<file path="src/rtl/lp_grid_solver.sv">
// lp_grid_solver: two-variable integer LP solved by exhaustively scanning the
// bounding box implied by the axis-aligned constraints, one grid point per cycle.
module lp_grid_solver #(
    parameter int NCON  = 6,
    parameter int AW    = 6,
    parameter int BW    = 12,
    parameter int OW    = 16,
    parameter int XYLIM = 64
) (
    input  logic                 clk,
    input  logic                 rst_n,
    input  logic                 in_valid,
    input  logic                 in_mode,
    input  logic signed [AW-1:0] in_a1,
    input  logic signed [AW-1:0] in_a2,
    input  logic signed [BW-1:0] in_b,
    output logic                 out_valid,
    output logic                 out_feasible,
    output logic signed [OW-1:0] out_value,
    output logic signed [BW-1:0] out_x,
    output logic signed [BW-1:0] out_y
);
    localparam int SW = AW + BW + 2;
    localparam int CW = NCON > 1 ? $clog2(NCON) : 1;
    localparam logic signed [BW:0]   LIMW = (BW+1)'(XYLIM);
    localparam logic signed [BW-1:0] LIM  = BW'(XYLIM);
    localparam logic signed [BW-1:0] NLIM = BW'(-XYLIM);
    localparam logic signed [AW-1:0] ONE  = AW'(1);
    localparam logic signed [AW-1:0] MONE = '1;
    typedef enum logic [2:0] {IDLE, LOAD, BOUND, SCAN, OUT} state_t;
    state_t state_q;
    logic mode_q, found_q, found_d, take, feas, last_k, last_pt, empty;
    logic [CW-1:0] cnt_q;
    logic signed [AW-1:0] c1_q, c2_q, a1_k, a2_k;
    logic signed [AW-1:0] a1_q [NCON];
    logic signed [AW-1:0] a2_q [NCON];
    logic signed [BW-1:0] b_q [NCON];
    logic signed [BW-1:0] xlo_q, xhi_q, ylo_q, yhi_q, xlo_d, xhi_d, ylo_d, yhi_d;
    logic signed [BW-1:0] x_q, y_q, bx_q, by_q, bx_d, by_d, b_k;
    logic signed [SW-1:0] val, best_q, best_d;
    logic signed [OW-1:0] sat;

    function automatic logic signed [BW-1:0] clamp(input logic signed [BW:0] v);
        return v > LIMW ? LIM : v < -LIMW ? NLIM : v[BW-1:0];
    endfunction

    // Bound extraction looks at one stored constraint per cycle.
    assign a1_k   = a1_q[cnt_q];
    assign a2_k   = a2_q[cnt_q];
    assign b_k    = b_q[cnt_q];
    assign last_k = cnt_q == CW'(NCON - 1);
    assign xhi_d  = (a2_k == '0 && a1_k == ONE)  ? clamp((BW+1)'(b_k))    : xhi_q;
    assign xlo_d  = (a2_k == '0 && a1_k == MONE) ? clamp(-((BW+1)'(b_k))) : xlo_q;
    assign yhi_d  = (a1_k == '0 && a2_k == ONE)  ? clamp((BW+1)'(b_k))    : yhi_q;
    assign ylo_d  = (a1_k == '0 && a2_k == MONE) ? clamp(-((BW+1)'(b_k))) : ylo_q;
    assign empty  = xlo_d > xhi_d || ylo_d > yhi_d;

    always_comb begin
        feas = 1'b1;
        for (int k = 0; k < NCON; k++)
            if (SW'(a1_q[k]) * SW'(x_q) + SW'(a2_q[k]) * SW'(y_q) > SW'(b_q[k])) feas = 1'b0;
    end

    assign val     = SW'(c1_q) * SW'(x_q) + SW'(c2_q) * SW'(y_q);
    assign take    = feas && (!found_q || (mode_q ? val < best_q : val > best_q));
    assign found_d = found_q || take;
    assign best_d  = take ? val : best_q;
    assign bx_d    = take ? x_q : bx_q;
    assign by_d    = take ? y_q : by_q;
    assign last_pt = x_q == xhi_q && y_q == yhi_q;
    assign sat     = (&best_d[SW-1:OW-1] || ~|best_d[SW-1:OW-1]) ? best_d[OW-1:0]
                   : {best_d[SW-1], {(OW-1){~best_d[SW-1]}}};

    always_ff @(posedge clk or negedge rst_n) begin
        if (!rst_n) begin
            state_q <= IDLE;
            {mode_q, found_q, cnt_q, c1_q, c2_q} <= '0;
            for (int k = 0; k < NCON; k++) begin
                a1_q[k] <= '0;
                a2_q[k] <= '0;
                b_q[k]  <= '0;
            end
            {xlo_q, xhi_q, ylo_q, yhi_q, x_q, y_q, bx_q, by_q, best_q} <= '0;
            {out_valid, out_feasible, out_value, out_x, out_y} <= '0;
        end else begin
            out_valid <= 1'b0;
            case (state_q)
                IDLE: if (in_valid) begin
                    {mode_q, c1_q, c2_q} <= {in_mode, in_a1, in_a2};
                    cnt_q   <= '0;
                    state_q <= LOAD;
                end
                LOAD: if (in_valid) begin
                    a1_q[cnt_q] <= in_a1;
                    a2_q[cnt_q] <= in_a2;
                    b_q[cnt_q]  <= in_b;
                    cnt_q       <= last_k ? '0 : cnt_q + 1'b1;
                    if (last_k) begin
                        {xlo_q, ylo_q} <= {NLIM, NLIM};
                        {xhi_q, yhi_q} <= {LIM, LIM};
                        state_q        <= BOUND;
                    end
                end
                BOUND: begin
                    {xlo_q, xhi_q, ylo_q, yhi_q} <= {xlo_d, xhi_d, ylo_d, yhi_d};
                    {x_q, y_q} <= {xlo_d, ylo_d};
                    found_q    <= 1'b0;
                    cnt_q      <= last_k ? '0 : cnt_q + 1'b1;
                    if (last_k) begin
                        state_q <= empty ? OUT : SCAN;
                        if (empty) begin
                            out_valid <= 1'b1;
                            {out_feasible, out_value, out_x, out_y} <= '0;
                        end
                    end
                end
                SCAN: begin
                    {found_q, best_q, bx_q, by_q} <= {found_d, best_d, bx_d, by_d};
                    x_q <= x_q == xhi_q ? xlo_q : x_q + 1'b1;
                    y_q <= x_q == xhi_q ? y_q + 1'b1 : y_q;
                    // Outputs take this cycle's update so the final point counts.
                    if (last_pt) begin
                        state_q      <= OUT;
                        out_valid    <= 1'b1;
                        out_feasible <= found_d;
                        out_value    <= found_d ? sat : '0;
                        out_x        <= found_d ? bx_d : '0;
                        out_y        <= found_d ? by_d : '0;
                    end
                end
                OUT:     state_q <= IDLE;
                default: state_q <= IDLE;
            endcase
        end
    end
endmodule

</file>
<file path="config.mk">
export PLATFORM = sky130hd
export DESIGN_NAME = lp_grid_solver
export DESIGN_NICKNAME = d
export VERILOG_FILES = /design/src/rtl/lp_grid_solver.sv
export SDC_FILE = /design/constraint.sdc
export NUM_CORES = 2
export LEC_CHECK = 0
export CELL_PAD_IN_SITES_DETAIL_PLACEMENT = 1
export CELL_PAD_IN_SITES_GLOBAL_PLACEMENT = 1
export CORE_MARGIN = 4
export CORE_UTILIZATION = 45
export DETAILED_ROUTE_END_ITERATION = 10
export GPL_ROUTABILITY_DRIVEN = 1
export PLACE_DENSITY_LB_ADDON = 0.1
export SLEW_MARGIN = 20
export SYNTH_ARGS = -nofsm -noshare
export SYNTH_HDL_FRONTEND = slang
export SYNTH_SLANG_ARGS = --single-unit
</file>
<file path="constraint.sdc">
create_clock -name clk -period 11.95 [get_ports clk]
set_input_delay 1.195 -clock clk [delete_from_list [all_inputs] [get_ports clk]]
set_output_delay 1.195 -clock clk [all_outputs]
set_load 0.005 [all_outputs]
</file>
==> results.md <==
- Top-count cell post-synth: inv_1
- Vias in the first global route: 47300
- Initial antenna violation count: 13
- Via density per instance: 5.65
- GR Overflow Total: 0
- Worst-skew pair later-pin latency: 0.64 ns
- Worst Tran Pin Value: 1.11 ns
- CTS tree: done
- First-pass GRT wire length: 289 mm
- CTS Hold Bufs: 0
- Placed insts: 7514
- Yosys top cell area share: 32.7%
- RSZ-0062 raised after global routing: false
- Final setup margin: 1.21 ns
- Core Footprint: 124000 um^2
- Setup WS pre-CTS: 1.24 ns
- Cell variety after synth: 88
- CP bufs+invs: 5
- Top post-synthesis cells by area: fa_1, dfrtp_1, ha_1
- CTS root buf: clkbuf_16
- Area grow syn2layout: 6.55%
- Htree depth: 2
- DP Wirelength: 148 mm
- Crit Path Category: register to register
- Run status: finished, final reports clean
- # setup viols final: 0
- TritonRoute pass-1 iters: 5
- Worst Hold Class: register to register
- Synthesized area per cell: 9.36 um^2
- Fmax: 0.0931 GHz
- Critical Path Max Stage Delay: 0.78 ns
- # resized after CTS: 0
- Die Area: 132000 um^2
- Min Tclk post-route: 10.74 ns
- Die width: 363 um
- Syn Nets: 7585
- Arr. time, crit path: 11.23 ns
- Crit path capture type: register
- Design Area, Final: 60300 um^2
- Clk sinks: 322
- Row count: 129
- # nets final: 7464
- Ratio of cells with drive above 1 in the final layout: 6.66%
- Synth warn: 0
- Initial core utilization: 45.5%
- Final ANT Viol Nets: 0
- Synthesized instance count: 6044
- Cts bufs inserted: 44
- Async S/R FF share, synth: 100%
- Area after DPL: 58800 um^2
- Setup TNS: 0 ns
- Crit-path max FO: 44
- CP max-delay cell: dfrtp_2
- Via count: 42900
- Max-cap violations: 0
- Buffers inserted by post-CTS timing repair: 0
- Buffers on Ports: 69
- Startpoint Class: register
- Gp weighted congestion: 0.956
- Max Root-Sink Buffers: 3
- Seq/Total Area, Yosys: 14.2%
- Hold Vio Cnt, Final: 0
- Non-Filler Instances: 7598
- Die Span Y: 363 um
- Final max-slew violation count: 0
- Final period util: 89.9%
- Post-route DRC: 0
- Detailed Route WL: 185 mm
- Crit-path most repeated cell: fa_1
- Clock skew: 0.0425 ns
- Synthesis-stage register bit count: 322
- Worst-path clk slew: 0.06 ns
- Post-synth top cells: inv_1, fa_1, nand2_1
- Num ports: 70
- Number of DRC markers in iteration 0: 2970
- Post-synth top flop: dfrtp_1
- Worst EP required: 12.44 ns
- Routed wire per std cell: 24.4 um
- Slew headroom: 26.1%
- Fillers: 14100
- Synthesized area: 56600 um^2
- EDFF count, synth: 0
- Post-synth top area cell: fa_1
- Largest net degree at the start of global routing: 74
- Cell family with most CP delay: adder cells
- Global-route usage over all layers: 28.8%
- Worst reg2reg setup slack: 1.21 ns
cell usage in the layout (no fill, tap or decap), drive strengths merged, types with 26 or more instances in the layout:
cell type,netlist,final
a21oi,130,130
nand2,703,703
clkdlybuf4s50,0,68
buf,50,80
nor3,58,58
clkbuf,265,57
mux2,156,156
nand4,53,53
ha,589,589
nor2,198,198
dfrtp,322,322
and2,388,388
a22o,26,26
fa,924,924
inv,1063,1067
o21ai,236,236
mux2i,74,74
nand2b,114,114
nor2b,34,34
and3,28,28
a21o,34,34
xor2,56,56
nand3,74,74
xnor2,121,121
worst min-delay path: cells and delay by family (launching register included):
family	cells	cell delay, ns
AO/OA/AOI/OAI	1	0.06
flip-flops	1	0.34
AND/OR/NAND/NOR	1	0.05
metal layers:
| layer | vias up | share of wire, % | track usage (%) | routed length [um] |
|---|---|---|---|---|
| met2 | 1070 | 48 | 49.0 | 89200 |
| met5 | - | 0.012 | 0 | 23 |
| met3 | 263 | 5.1 | 2.58 | 9520 |
| met4 | 4 | 3.4 | 9.04 | 6390 |
| li1 | 18900 | - | - | - |
| met1 | 22700 | 43 | 39.2 | 80000 |
logic make-up (layout without fill, tap and decap cells):
| group | count (synthesis) | after routing | synth area share [%] |
|---|---|---|---|
| flip-flops | 322 | 322 | 14.2 |
| buffers and inverters | 1381 | 1295 | 9.36 |
| AND/OR/NAND/NOR | 1750 | 1750 | 15.4 |
| other | 0 | 3 | 0 |
| XOR/XNOR | 177 | 177 | 2.74 |
| multiplexers | 250 | 250 | 5.21 |
| AO/OA/AOI/OAI | 651 | 651 | 7.37 |
| adder cells (fa/ha/maj) | 1513 | 1513 | 45.7 |
layout make-up:
cell class	instances	area, um^2	area share, %
timing repair buffer	148	1340	2.22
multi-input combinational	4341	43300	71.8
tap	1637	2050	3.40
clock inverter	24	313	0.519
inverter	1066	4000	6.63
sequential	322	8090	13.4
clock buffer	57	1200	1.99
antenna	3	7.51	0.0124
metrics by stage:
stage                     hold slack, ns  util [%]
after floorplan                    0.461         -
after global placement             0.462      47.3
after detailed placement           0.474      47.3
after CTS                          0.487      48.5
after global routing               0.519      48.5
final                              0.484      48.5
worst paths after layout:
kind | startpoint | endpoint | cells past startpoint
max reg2reg | x_q[3]$_DFFE_PN0P_ | by_q[7]$_DFFE_PN0P_ | 31
min | out_y[5]$_DFFE_PN0P_ | out_y[5]$_DFFE_PN0P_ | 2
min reg2reg | out_y[5]$_DFFE_PN0P_ | out_y[5]$_DFFE_PN0P_ | 2
max | x_q[3]$_DFFE_PN0P_ | by_q[7]$_DFFE_PN0P_ | 31
max in group asynchronous | rst_n | c1_q[0]$_DFFE_PN0P_ | 3
min in group asynchronous | rst_n | ylo_q[9]$_DFFE_PN0P_ | 1
state kept, by name, indices dropped and copies added (netlist names), 16 cells and up:
signal / count
a1_q: 36
a2_q: 36
b_q: 72
best_q: 20
out_value: 16
Power is left out: the tool's default activity adds up to more than one toggle a clock period on the data nets, which glitch-free logic cannot reach.
